--- src/rtl/cpu_codes_pkg.sv ---
// Control codes shared by the controller and the X/Y/Z datapath, plus the
// register-code decoder that each register applies to its own code.
package cpu_codes_pkg;

  localparam int CODE_W = 4;

  typedef enum logic [CODE_W-1:0] {
    REG_CLEAR  = 4'd0,
    REG_LOAD   = 4'd1,
    REG_HOLD   = 4'd2,
    REG_SHIFTR = 4'd3
  } reg_code_e;

  typedef enum logic [CODE_W-1:0] {
    ULA_ADD   = 4'd0,
    ULA_SUB   = 4'd1,
    ULA_AND   = 4'd2,
    ULA_OR    = 4'd3,
    ULA_XOR   = 4'd4,
    ULA_NOTX  = 4'd5,
    ULA_PASSX = 4'd6,
    ULA_PASSY = 4'd7
  } ula_code_e;

  // One-hot register action; an all-zero action means HOLD.
  typedef struct packed {
    logic clr;
    logic ld;
    logic shr;
    logic bad;
  } reg_ctl_t;

  typedef struct packed {
    logic zero;
    logic carry;
    logic ovf;
  } flags_t;

  localparam flags_t FLAGS_CLEAR = '{zero: 1'b1, carry: 1'b0, ovf: 1'b0};

  // Undefined codes behave as HOLD but are reported as illegal.
  function automatic reg_ctl_t decode_reg(input logic [CODE_W-1:0] code);
    reg_ctl_t ctl;
    ctl = '0;
    case (code)
      REG_CLEAR:  ctl.clr = 1'b1;
      REG_LOAD:   ctl.ld  = 1'b1;
      REG_HOLD:   ;
      REG_SHIFTR: ctl.shr = 1'b1;
      default:    ctl.bad = 1'b1;
    endcase
    return ctl;
  endfunction

endpackage

--- src/rtl/datapath_xyz_if.sv ---
// Controller-to-datapath bus: operand and per-cycle codes in, register
// values and status flags out.
interface datapath_xyz_if
  import cpu_codes_pkg::*;
#(
  parameter int WIDTH = 4
);
  logic [WIDTH-1:0]  data_in;
  logic [CODE_W-1:0] tx;
  logic [CODE_W-1:0] ty;
  logic [CODE_W-1:0] tz;
  logic [CODE_W-1:0] tula;
  logic [WIDTH-1:0]  x;
  logic [WIDTH-1:0]  y;
  logic [WIDTH-1:0]  z;
  logic              flag_zero;
  logic              flag_carry;
  logic              flag_ovf;
  logic              illegal;

  modport master (
    output data_in, tx, ty, tz, tula,
    input  x, y, z, flag_zero, flag_carry, flag_ovf, illegal
  );

  modport slave (
    input  data_in, tx, ty, tz, tula,
    output x, y, z, flag_zero, flag_carry, flag_ovf, illegal
  );
endinterface

--- src/rtl/ula_core.sv ---
// Combinational ALU: eight operations on a and b with unsigned carry/borrow
// and signed overflow for ADD/SUB.
module ula_core
  import cpu_codes_pkg::*;
#(
  parameter int WIDTH = 4
) (
  input  logic [WIDTH-1:0]  a,
  input  logic [WIDTH-1:0]  b,
  input  logic [CODE_W-1:0] op,
  output logic [WIDTH-1:0]  result,
  output logic              carry,
  output logic              ovf,
  output logic              op_illegal
);
  localparam int MSB = WIDTH - 1;

  logic [WIDTH:0] sum_w;
  logic [WIDTH:0] diff_w;

  always_comb begin
    // NOTE: every output gets a default before the case so no path leaves a
    // value unassigned, which would otherwise infer a latch.
    sum_w      = {1'b0, a} + {1'b0, b};
    diff_w     = {1'b0, a} - {1'b0, b};
    result     = '0;
    carry      = 1'b0;
    ovf        = 1'b0;
    op_illegal = 1'b0;
    case (op)
      ULA_ADD: begin
        result = sum_w[MSB:0];
        carry  = sum_w[WIDTH];
        ovf    = (a[MSB] == b[MSB]) && (sum_w[MSB] != a[MSB]);
      end
      // Extra top bit of the difference is the unsigned borrow (a < b).
      ULA_SUB: begin
        result = diff_w[MSB:0];
        carry  = diff_w[WIDTH];
        ovf    = (a[MSB] != b[MSB]) && (diff_w[MSB] != a[MSB]);
      end
      ULA_AND:   result = a & b;
      ULA_OR:    result = a | b;
      ULA_XOR:   result = a ^ b;
      ULA_NOTX:  result = ~a;
      ULA_PASSX: result = a;
      ULA_PASSY: result = b;
      default:   op_illegal = 1'b1;
    endcase
  end

endmodule

--- src/rtl/datapath_xyz.sv ---
// X/Y/Z register datapath: each register follows its own code every cycle,
// Z loads from the ALU, flags and the illegal pulse are registered.
module datapath_xyz
  import cpu_codes_pkg::*;
#(
  parameter int WIDTH = 4
) (
  input logic          clock,
  input logic          reset,
  datapath_xyz_if.slave bus
);

  logic [WIDTH-1:0] x_q, x_d;
  logic [WIDTH-1:0] y_q, y_d;
  logic [WIDTH-1:0] z_q, z_d;
  flags_t           flags_q, flags_d;
  logic             illegal_q, illegal_d;

  reg_ctl_t         ctl_x, ctl_y, ctl_z;
  logic [WIDTH-1:0] ula_res;
  logic             ula_carry, ula_ovf, ula_bad;

  ula_core #(.WIDTH(WIDTH)) u_ula (
    .a          (x_q),
    .b          (y_q),
    .op         (bus.tula),
    .result     (ula_res),
    .carry      (ula_carry),
    .ovf        (ula_ovf),
    .op_illegal (ula_bad)
  );

  function automatic logic [WIDTH-1:0] next_reg(input reg_ctl_t ctl,
                                                input logic [WIDTH-1:0] cur,
                                                input logic [WIDTH-1:0] src);
    if (ctl.clr) return '0;
    if (ctl.ld)  return src;
    if (ctl.shr) return cur >> 1;
    return cur;
  endfunction

  // Every source is a pre-edge register value, so X->Y forms a shift chain.
  always_comb begin
    ctl_x = decode_reg(bus.tx);
    ctl_y = decode_reg(bus.ty);
    ctl_z = decode_reg(bus.tz);

    x_d = next_reg(ctl_x, x_q, bus.data_in);
    y_d = next_reg(ctl_y, y_q, x_q);
    z_d = next_reg(ctl_z, z_q, ula_res);

    flags_d = flags_q;
    if (ctl_z.ld) begin
      flags_d.zero  = (ula_res == '0);
      flags_d.carry = ula_carry;
      flags_d.ovf   = ula_ovf;
    end else if (ctl_z.clr) begin
      flags_d = FLAGS_CLEAR;
    end

    // tula only matters when Z actually loads from the ALU.
    illegal_d = ctl_x.bad | ctl_y.bad | ctl_z.bad | (ctl_z.ld & ula_bad);
  end

  // NOTE: state registers use non-blocking assignments so all of them sample
  // pre-edge values regardless of statement order.
  always_ff @(posedge clock or posedge reset) begin
    if (reset) begin
      x_q       <= '0;
      y_q       <= '0;
      z_q       <= '0;
      flags_q   <= FLAGS_CLEAR;
      illegal_q <= 1'b0;
    end else begin
      x_q       <= x_d;
      y_q       <= y_d;
      z_q       <= z_d;
      flags_q   <= flags_d;
      illegal_q <= illegal_d;
    end
  end

  assign bus.x          = x_q;
  assign bus.y          = y_q;
  assign bus.z          = z_q;
  assign bus.flag_zero  = flags_q.zero;
  assign bus.flag_carry = flags_q.carry;
  assign bus.flag_ovf   = flags_q.ovf;
  assign bus.illegal    = illegal_q;

endmodule

--- src/flat_wrapper.sv ---
// flat-port wrapper written by rule: the top's interface ports become plain ports
module datapath_xyz_flat import cpu_codes_pkg::*;
#(
  parameter int WIDTH = 4
)
  (clock, reset, bus_data_in, bus_tx, bus_ty, bus_tz, bus_tula, bus_x, bus_y, bus_z, bus_flag_zero, bus_flag_carry, bus_flag_ovf, bus_illegal);
  datapath_xyz_if #(.WIDTH(WIDTH)) bus_i ();
  input logic clock;
  input logic reset;
  input wire logic [$bits(bus_i.data_in)-1:0] bus_data_in;
  input wire logic [$bits(bus_i.tx)-1:0] bus_tx;
  input wire logic [$bits(bus_i.ty)-1:0] bus_ty;
  input wire logic [$bits(bus_i.tz)-1:0] bus_tz;
  input wire logic [$bits(bus_i.tula)-1:0] bus_tula;
  output wire logic [$bits(bus_i.x)-1:0] bus_x;
  output wire logic [$bits(bus_i.y)-1:0] bus_y;
  output wire logic [$bits(bus_i.z)-1:0] bus_z;
  output wire logic [$bits(bus_i.flag_zero)-1:0] bus_flag_zero;
  output wire logic [$bits(bus_i.flag_carry)-1:0] bus_flag_carry;
  output wire logic [$bits(bus_i.flag_ovf)-1:0] bus_flag_ovf;
  output wire logic [$bits(bus_i.illegal)-1:0] bus_illegal;
  assign bus_i.data_in = bus_data_in;
  assign bus_i.tx = bus_tx;
  assign bus_i.ty = bus_ty;
  assign bus_i.tz = bus_tz;
  assign bus_i.tula = bus_tula;
  assign bus_x = bus_i.x;
  assign bus_y = bus_i.y;
  assign bus_z = bus_i.z;
  assign bus_flag_zero = bus_i.flag_zero;
  assign bus_flag_carry = bus_i.flag_carry;
  assign bus_flag_ovf = bus_i.flag_ovf;
  assign bus_illegal = bus_i.illegal;
  datapath_xyz #(.WIDTH(WIDTH)) u_core (.clock(clock), .reset(reset), .bus(bus_i));
endmodule
--- config.mk ---
export PLATFORM = sky130hd
export DESIGN_NAME = datapath_xyz_flat
export DESIGN_NICKNAME = d
export VERILOG_FILES = /design/src/rtl/cpu_codes_pkg.sv /design/src/rtl/datapath_xyz_if.sv /design/src/rtl/ula_core.sv /design/src/rtl/datapath_xyz.sv /design/src/flat_wrapper.sv
export SDC_FILE = /design/constraint.sdc
export NUM_CORES = 1
export LEC_CHECK = 0
export CELL_PAD_IN_SITES_DETAIL_PLACEMENT = 2
export CELL_PAD_IN_SITES_GLOBAL_PLACEMENT = 2
export CORE_UTILIZATION = 28
export CTS_BUF_LIST = sky130_fd_sc_hd__clkbuf_8
export DETAILED_ROUTE_END_ITERATION = 6
export PLACE_DENSITY_LB_ADDON = 0.1
export SLEW_MARGIN = 5
export SYNTH_ARGS = -nofsm -noshare
export SYNTH_HDL_FRONTEND = slang
export SYNTH_SLANG_ARGS = --single-unit
--- constraint.sdc ---
create_clock -name clock -period 3.04 [get_ports clock]
set_input_delay 0.304 -clock clock [delete_from_list [all_inputs] [get_ports clock]]
set_output_delay 0.304 -clock clock [all_outputs]
set_load 0.1 [all_outputs]
; After elaboration in Yosys (flattened, before gate mapping)
; Cells that the tools add are included.
[word_totals]
reg_bits = 16
output_inout_bits = 16
input_bits = 22
word_cells = 106
[op_classes]
eq_ne = 20
n_mux = 54
reduce_logical = 15
n_bitwise = 8
n_addsub = 2
[ops]
columns = operator, n
row1 = 4-bit 2-to-1 mux, 18
row2 = 4-bit by 2-bit equality test with 1-bit output (second input constant), 8
row3 = 4-bit one-hot mux with 8 select lines, 1
row4 = 1-bit 2-to-1 mux, 31
row5 = 4-bit zero test, 5
row6 = 4-bit by 1-bit equality test with 1-bit output (second input constant), 4
row7 = 4-bit by 3-bit equality test with 1-bit output (second input constant), 4
row8 = 4-bit OR reduction, 3
row9 = 3-bit nonzero test, 3
row10 = 8-bit OR reduction, 1
row11 = 3-bit 2-to-1 mux, 2
row12 = 4-bit by 4-bit adder with 5-bit output, 1
row13 = 4-bit by 4-bit subtractor with 5-bit output, 1
row14 = 4-bit bitwise AND, 1
row15 = 4-bit NOT, 1
row16 = 4-bit OR, 1
row17 = 1-bit one-hot mux with 2 select lines, 2
row18 = 4-bit XOR, 1
row19 = 1-bit != test, 3
row20 = 1-bit OR, 3
row21 = 1-bit logical AND, 2
row22 = 2-bit nonzero test, 1
row23 = 1-bit bitwise AND, 1
row24 = 1-bit equality test, 1

; Depth between registers and ports, before layout
; Gate-level depths: netlist of the first run.
[logic_depth]
ltp_word = 9
ltp_mapped = 9
mapped_depth_nobuf = 9

; Modules after synthesis
; Synthesis of the first run repeated with hierarchy kept, for this count alone.
[hier_totals]
hier_cells = 148
hier_area_um2 = 1417.6
[modules_own_cells]
columns = mod, seq_area_each_um2, cells_each, area_each_um2, instances
row1 = datapath_xyz, 401.6, 65, 743.2, 1
row2 = ula_core, 0.0, 83, 674.4, 1

; Least setup slack after synthesis of the first run
; No wires, ideal clock.
[synth_path]
path_type = reg2reg
from = register u_core.x_q[0] (netlist: u_core.bus.x[0])
to = register u_core.flags_q, in the netlist u_core.bus.flag_zero
setup_time_ps = 75
required_ps = 2965
n_path_buf = 0
path_stages_with_launch = 10
path_slack_ps = 149
t_arrival_ps = 2816
synth_period_minus_slack_ps = 2891
cell_sequence = dfrtp_1 -> inv_1 -> ha_1 -> fa_1 -> inv_1 -> mux4_2 -> nand2_1 -> o21ai_1 -> o31a_1 -> nor3_2
[synth_via]
elab_chain_cells = 4
elab_cells_between_ends = 9
cone_classes = add/sub: 2 / mux: 2 / bitwise: 4 / reduce/logical: 1
[synth_rtl]
columns = item, line_no
row1 = start: declaration, datapath_xyz.sv:13  ; logic [WIDTH-1:0] x_q, x_d;
row2 = start signal: assignment, datapath_xyz.sv:69  ; x_q <= '0;
row3 = start signal: assignment, datapath_xyz.sv:75  ; x_q <= x_d;
row4 = "4-bit by 4-bit subtractor with 5-bit output, or another cell as far along", ula_core.sv:25  ; diff_w = {1'b0, a} - {1'b0, b};
row5 = 4-bit one-hot mux with 8 select lines *, ula_core.sv:30  ; case (op)
row6 = 4-bit zero test *, datapath_xyz.sv:54  ; flags_d.zero = (ula_res == '0);
row7 = 3-bit 2-to-1 mux *, datapath_xyz.sv:53  ; if (ctl_z.ld) begin
row8 = end signal: assignment, datapath_xyz.sv:78  ; flags_q <= flags_d;
row9 = end: declaration, datapath_xyz.sv:16  ; flags_t flags_q, flags_d;
; Every way passes the cells marked *; elsewhere a longest branch is shown, timed or not.
; A chain may end at the register's enable or synchronous reset.

; Worst setup path in the final report of the first run
; Ends and elaborated chain as after synthesis.

==> impl_metrics.csv, run 1 <==
group,metric,value,unit
sta,worst_pin_slew,0.976,ns
placement,io_buffers,37,
setup_path,worst_setup_path_start_kind,"flop",
run_status,status,"finished, final reports clean",
floorplan,ioPinCount,38,
placement,place_congestion,0.779,
cells_and_area,synthToLayoutAreaGrowth,34.1,%
sta,min_period,2.40,ns
yosys,synth.ff_latch_count,16,
yosys,synth.distinct_cells,42,
sta,fin_setup_tns,0,ns
sta,max_freq,417,MHz
cts,path_clk_slew,0.07,ns
setup_path,path_cells,"inv_1 > ha_1 > fa_1 > inv_1 > mux4_2 > nand2_1 > o21ai_1 > o31a_1 > nor3_2",
global_route,overflow,0,
setup_path,crit_arrival,2.58,ns
power_and_ir_drop,peakVddDrop,205,uV
setup_path,worstSetupEndpointType,"flop",
cells_and_area,register_area,402,sq um
cells_and_area,mostFrequentLayoutCells,"clkdlybuf4s50_1 (25), nand2_1 (23), inv_1 (20)",
worst_hold_path,hold_class,"primary input to asynchronous set/reset pin",
yosys,async_flop_share,100,%
global_route,antenna_found_initial,0,
cts,ctsHoldBuffers,0,
global_route,grt_pass1_wl,8120,um
cells_and_area,multi_input_area,877,sq um
cells_and_area,drive_gt1_share,12.1,%
cts,cts_max_level,1,
sta,fin_skew,0.00242,ns
cts,post_cts_buffers,0,
cells_and_area,antenna_cells,0,
sta,relSlewSlack,34.7,%
route,dr.pass1.iters,4,
cts,clockBufferDepth,2,
setup_path,crit_top_cell,"inv_1",
cts,cts-root-buf,"clkbuf_8",
cells_and_area,final_common_cell,"clkdlybuf4s50_1",
route,antenna_left,0,
yosys,synth_edf_count,0,
floorplan,fp.dieW,72.4,um
sta,slew_viol_final,0,
setup_path,crit_path_top_delay_cell,"fa_1",
yosys,avgSynthCellArea,8.32,sq um
cts,cts.sinks,16,
global_route,grt_pass1_vias,1567,
cts,clk_latency,0.25,ns
global_route,grt_start_max_net_pins,17,
yosys,postSynthCellCount,167,
power_and_ir_drop,p_per_area,490,nW/um^2
route,vias,1419,
cts,ctsResizeCount,0,
route,wl_per_cell,17.9,um
setup_path,criticalPathCategory,"flop to flop",
floorplan,die_area,5250,sq um
setup_path,crit_required,3.22,ns
yosys,synth.yosys.seq_area_share,28.9,%
placement,dp_hpwl,4000,um
cts,numCtsBuffers,3,
global_route,global_route.usage.total,20.4,%
floorplan,die_height,72.4,um
sta,finalHoldViolCount,0,
yosys,yosys_warnings,0,
sta,rsz0062_at_grt,"no",
yosys,syn_nets,203,
sta,period_share,78.8,%
cts,cts_tree,"built",
floorplan,rows,25,
cells_and_area,post-route-util,39.2,%
floorplan,start_util,29.2,%
cells_and_area,final_nets,243,
yosys,syn_area,1390,sq um
setup_path,cp.buffers_inverters,2,
yosys,synthFlopType,"dfrtp_1",
route,drt_wl_total,4880,um
cells_and_area,n_fill_cell,561,
setup_path,cp_top_family,"adder cells",
setup_path,path_max_fanout,7,
job,cap_viol_max_count,0,
sta,finalSetupViolCount,0,
power_and_ir_drop,cellLeakagePower,0.805,nW
route,vias_per_cell,5.20,
route,drc,0,
route,dr.first_iter.drc_count,43,
floorplan,core_area,4750,sq um
setup_path,slowest_delay,0.49,ns
## layer usage
layer | global-route usage, % | wire [um] | vias up
met5 | 0 | 0 | -
met4 | 5.45 | 38 | 0
met3 | 2.78 | 224 | 4
met2 | 35.2 | 2480 | 43
met1 | 26.8 | 2130 | 704
li1 | - | - | 668
## layout make-up
cell class / instances / share of cell area [%]
Clock buffer: 4 / 2.96
Inverter: 21 / 4.37
Multi-Input combinational cell: 125 / 47.1
Sequential cell: 16 / 21.6
Tap cell: 67 / 4.50
Timing Repair Buffer: 40 / 19.5
## final timing paths
kind / from / end / slack, ns / depth (start not counted)
min: reset / u_core.bus.flag_carry$_DFFE_PP0P_ / 0.44 / 2
max in group asynchronous: reset / u_core.bus.y[0]$_DFFE_PP0P_ / 2.18 / 2
max reg2reg: u_core.bus.x[0]$_DFFE_PP0P_ / u_core.bus.flag_zero$_DFFE_PP1P_ / 0.64 / 9
min reg2reg: u_core.bus.flag_ovf$_DFFE_PP0P_ / u_core.bus.flag_ovf$_DFFE_PP0P_ / 0.51 / 2
min in group clock: u_core.bus.flag_ovf$_DFFE_PP0P_ / u_core.bus.flag_ovf$_DFFE_PP0P_ / 0.51 / 2
max: u_core.bus.x[0]$_DFFE_PP0P_ / u_core.bus.flag_zero$_DFFE_PP1P_ / 0.64 / 9
## cell families after synthesis
family | synth area share, %
AOI/OAI and AO/OA | 22.7
adders and majority gates | 13.7
muxes | 8.29
xor gates and xnor gates | 1.26
buffers and inverters | 7.93
DFF | 28.9
and+or+nand+nor | 17.2
## stage by stage
stage	instance area, sq um	setup WS (ns)	total power [mW]	hold slack (ns)	cells
2_1_floorplan	1390	0.149	0.581	0.217	167
3_3_place_gp	1810	0.666	0.709	0.482	269
3_5_place_dp	1810	0.569	0.722	0.487	269
4_1_cts	1860	0.629	0.921	0.475	273
5_1_grt	1860	0.443	0.961	0.501	273
6_report	1860	0.645	0.913	0.438	273
## cells in the mapped netlist, types with 2 or more instances
master	number	share of area, %
ha_1	12	11
inv_1	20	5.4
o32ai_1	2	1.3
o211ai_1	3	1.6
fa_1	2	2.9
nor2b_1	4	1.8
nand3_1	2	0.72
xnor2_1	2	1.3
o31ai_1	3	1.6
dfrtp_1	15	27
nor2_1	11	3.0
mux2i_1	7	5.0
nor3_1	2	0.72
a21oi_1	7	2.5
nand4_1	2	0.90
o21ai_0	17	6.1
nand2_1	23	6.2
and3_1	3	1.4
nand2b_1	3	1.4
buf_2	2	0.72
a31oi_1	2	0.90
mux4_2	2	3.2
clkbuf_1	2	0.54
## sequential cells by signal (all words and copies together) (netlist names)
signal                 cells
u_core.bus.flag_carry      1
u_core.bus.flag_ovf        1
u_core.bus.flag_zero       1
u_core.bus.illegal         1
u_core.bus.x               4
u_core.bus.y               4
u_core.bus.z               4
## power by group
part / switching (mW) / internal [mW]
Combinational: 0.314 / 0.137
Sequential: 0.0297 / 0.237
Clock: 0.0804 / 0.115
## worst reg2reg max path: cells and delay by family, from the launching register on
family,cells,cell delay [ns]
adders and majority gates,2,0.71
and+or+nand+nor,2,0.24
muxes,1,0.46
DFF,1,0.45
AOI/OAI and AO/OA,2,0.35
buffers and inverters,2,0.13
No activity file was read; power rests on OpenSTA's default activity.
==> run 2: changes to the inputs <==
--- a/config.mk
+++ b/config.mk
@@ -7,7 +7,7 @@
 export LEC_CHECK = 0
 export CELL_PAD_IN_SITES_DETAIL_PLACEMENT = 2
 export CELL_PAD_IN_SITES_GLOBAL_PLACEMENT = 2
-export CORE_UTILIZATION = 28
+export CORE_UTILIZATION = 26
 export CTS_BUF_LIST = sky130_fd_sc_hd__clkbuf_8
 export DETAILED_ROUTE_END_ITERATION = 6
 export PLACE_DENSITY_LB_ADDON = 0.1
==> constraint.sdc (replaced) <==
create_clock -name clock -period 1.9 [get_ports clock]
set_input_delay 0.19 -clock clock [delete_from_list [all_inputs] [get_ports clock]]
set_output_delay 0.19 -clock clock [all_outputs]
set_load 0.1 [all_outputs]
==> run 2 against run 1 <==
Compared with the run above:
- the flow now finishes with violations (negative setup slack)
- cell area rose by 21%
- total power rose by 81%
- worst hold slack got worse by 0.11 ns
- maximum frequency rose by 3.9%
- clock skew rose by 0.0043 ns
- combinational power rose by 100%
- non-clock buffer count rose by 37
- routed wire length rose by 17%
- first-iteration DRC count rose by 28%
- largest cell class unchanged
==> impl_metrics.csv, run 2 (synthesized netlist as in run 1, its figures left out) <==
group,metric,value,unit
run_status,status,"finished with violations",
run_status,violations,"negative setup slack",
cts,numCtsBuffers,3,
setup_path,reg2reg_slack,-0.40,ns
cells_and_area,final_common_cell,"buf_4",
sta,worst_pin_slew,0.674,ns
cells_and_area,antenna_cells,0,
setup_path,worstSetupEndpointType,"flop",
setup_path,rr_startpoint,"u_core.bus.y[0]$_DFFE_PP0P_",
global_route,grt_pass1_vias,1804,
setup_path,crit_required,2.08,ns
setup_path,crit_path_top_delay_cell,"dfrtp_4",
cells_and_area,post-route-util,43.7,%
cells_and_area,final_nets,280,
power_and_ir_drop,p_sw,746,uW
sta,relSlewSlack,55.0,%
setup_path,criticalPathCategory,"flop to flop",
placement,dp_hpwl,4730,um
placement,placed_cell_area,2150,sq um
global_route,grt_pass1_wl,9110,um
setup_path,cp.buffers_inverters,1,
sta,max_freq,434,MHz
setup_path,path_cells,"ha_4 > fa_1 > inv_1 > mux4_2 > nand2_2 > o21ai_2 > o31a_1 > nor3_2",
global_route,global_route.usage.total,22.4,%
setup_path,r2r_end,"u_core.bus.flag_zero$_DFFE_PP1P_",
setup_path,slowest_delay,0.50,ns
cts,cts_tree,"built",
floorplan,die_height,75.1,um
sta,rsz0062_at_grt,"yes",
global_route,antenna_found_initial,0,
placement,io_buffers,37,
cts,path_clk_slew,0.07,ns
setup_path,path_max_fanout,3,
setup_path,cp_top_family,"adder cells",
power_and_ir_drop,p_per_area,737,nW/um^2
power_and_ir_drop,intPower,910,uW
floorplan,ioPinCount,38,
placement,place_congestion,0.877,
route,dr.pass1.iters,4,
route,drc,0,
sta,period_share,121,%
cells_and_area,register_area,432,sq um
route,dr.first_iter.drc_count,55,
global_route,overflow,0,
sta,finalSetupViolCount,6,
cells_and_area,synthToLayoutAreaGrowth,61.7,%
route,drt_wl_total,5700,um
cts,clockBufferDepth,2,
setup_path,crit_arrival,2.49,ns
route,vias_per_cell,4.97,
cells_and_area,mostFrequentLayoutCells,"buf_4 (55), nand2_1 (21), clkdlybuf4s50_1 (21)",
cts,cts-root-buf,"clkbuf_8",
power_and_ir_drop,cellLeakagePower,0.995,nW
floorplan,core_area,5140,sq um
setup_path,worst_setup_path_start_kind,"flop",
power_and_ir_drop,peakVddDrop,268,uV
sta,fin_skew,0.00669,ns
job,cap_viol_max_count,0,
cts,cts.sinks,16,
route,wl_per_cell,18.2,um
route,vias,1557,
floorplan,die_area,5640,sq um
cells_and_area,n_fill_cell,607,
worst_hold_path,hold_class,"primary input to asynchronous set/reset pin",
cells_and_area,multi_input_area,942,sq um
cells_and_area,design_area,2250,sq um
power_and_ir_drop,clkPwrFrac,19.0,%
floorplan,rows,26,
cts,clk_latency,0.25,ns
cells_and_area,drive_gt1_share,37.0,%
power_and_ir_drop,switching_share,45.0,%
sta,finalHoldViolCount,0,
sta,min_period,2.30,ns
global_route,grt_start_max_net_pins,17,
setup_path,rr_worst_depth,8,
floorplan,fp.dieW,75.1,um
power_and_ir_drop,combPwrFrac,54.7,%
sta,slew_viol_final,0,
route,antenna_left,0,
sta,fin_ws,-0.405,ns
power_and_ir_drop,share_seq_of_total_power,26.3,%
floorplan,start_util,27.0,%
cts,cts_max_level,1,
run 2: changes by cell type in the layout (fill, tap and decap cells not counted), moves of 2 or more:
| cell | change |
|---|---|
| nand2_1 | -2 |
| inv_4 | +2 |
| nand2_2 | +2 |
| inv_1 | -5 |
| dfrtp_4 | +8 |
| ha_4 | +3 |
| buf_4 | +40 |
| inv_2 | +3 |
| dfrtp_1 | -8 |
| clkdlybuf4s50_1 | -4 |
| ha_1 | -4 |
run 2: layout make-up:
cell class / instances / share of cell area (%)
well taps: 70 / 3.90
clock buffers: 4 / 2.45
flip-flops and latches: 16 / 19.2
inverters: 21 / 3.84
repair buffers: 77 / 28.6
multi-input cells: 125 / 41.9
run 2: repair_timing:
| action | CTS | global route |
|---|---|---|
| resized for setup | 7 | 3 |
| pin swaps | 4 | 0 |
| hold buffers | 0 | 0 |
| buffers inserted | 0 | 1 |
| endpoints found under the setup margin | 6 | 7 |
| hold endpoints to repair | 0 | 0 |
run 2: metrics by stage:
step / setup WS (ns) / cells / power, mW / TNS [ns] / hold WS (ns)
after floorplan: -0.487 / 167 / 0.964 / -1.14 / 0.103
after global placement: -0.368 / 308 / 1.27 / -1.23 / 0.482
after detailed placement: -0.468 / 308 / 1.32 / -1.81 / 0.489
after CTS: -0.381 / 312 / 1.66 / -1.46 / 0.358
after global routing: -0.468 / 313 / 1.75 / -2.04 / 0.403
final: -0.405 / 313 / 1.66 / -1.35 / 0.330
run 2: worst max-delay path by stage:
stage	from	end	slack, ns	cells past startpoint
5_1_grt	u_core.bus.y[0]$_DFFE_PP0P_	u_core.bus.flag_zero$_DFFE_PP1P_	-0.47	8
2_1_floorplan	u_core.bus.x[0]$_DFFE_PP0P_	u_core.bus.flag_zero$_DFFE_PP1P_	-0.49	9
3_5_place_dp	u_core.bus.y[0]$_DFFE_PP0P_	u_core.bus.flag_zero$_DFFE_PP1P_	-0.47	8
6_report	u_core.bus.y[0]$_DFFE_PP0P_	u_core.bus.flag_zero$_DFFE_PP1P_	-0.40	8
3_3_place_gp	u_core.bus.y[0]$_DFFE_PP0P_	u_core.bus.flag_zero$_DFFE_PP1P_	-0.37	8
4_1_cts	u_core.bus.y[0]$_DFFE_PP0P_	u_core.bus.flag_zero$_DFFE_PP1P_	-0.38	8
run 2: power groups by stage:
stage	sequential [mW]	clock, mW	combinational [mW]
detailed placement	0.441	0	0.879
global route	0.440	0.338	0.968
CTS	0.436	0.323	0.903
global placement	0.436	0	0.835
floorplan	0.708	0	0.256
finish	0.435	0.314	0.906
run 2: layer usage:
layer	global-route usage (%)	part of all wire (%)	vias to the layer above
met5	0	0	-
met4	7.13	1.3	0
met3	1.61	1.9	4
met2	42.4	53	23
met1	26.6	43	791
li1	-	-	739
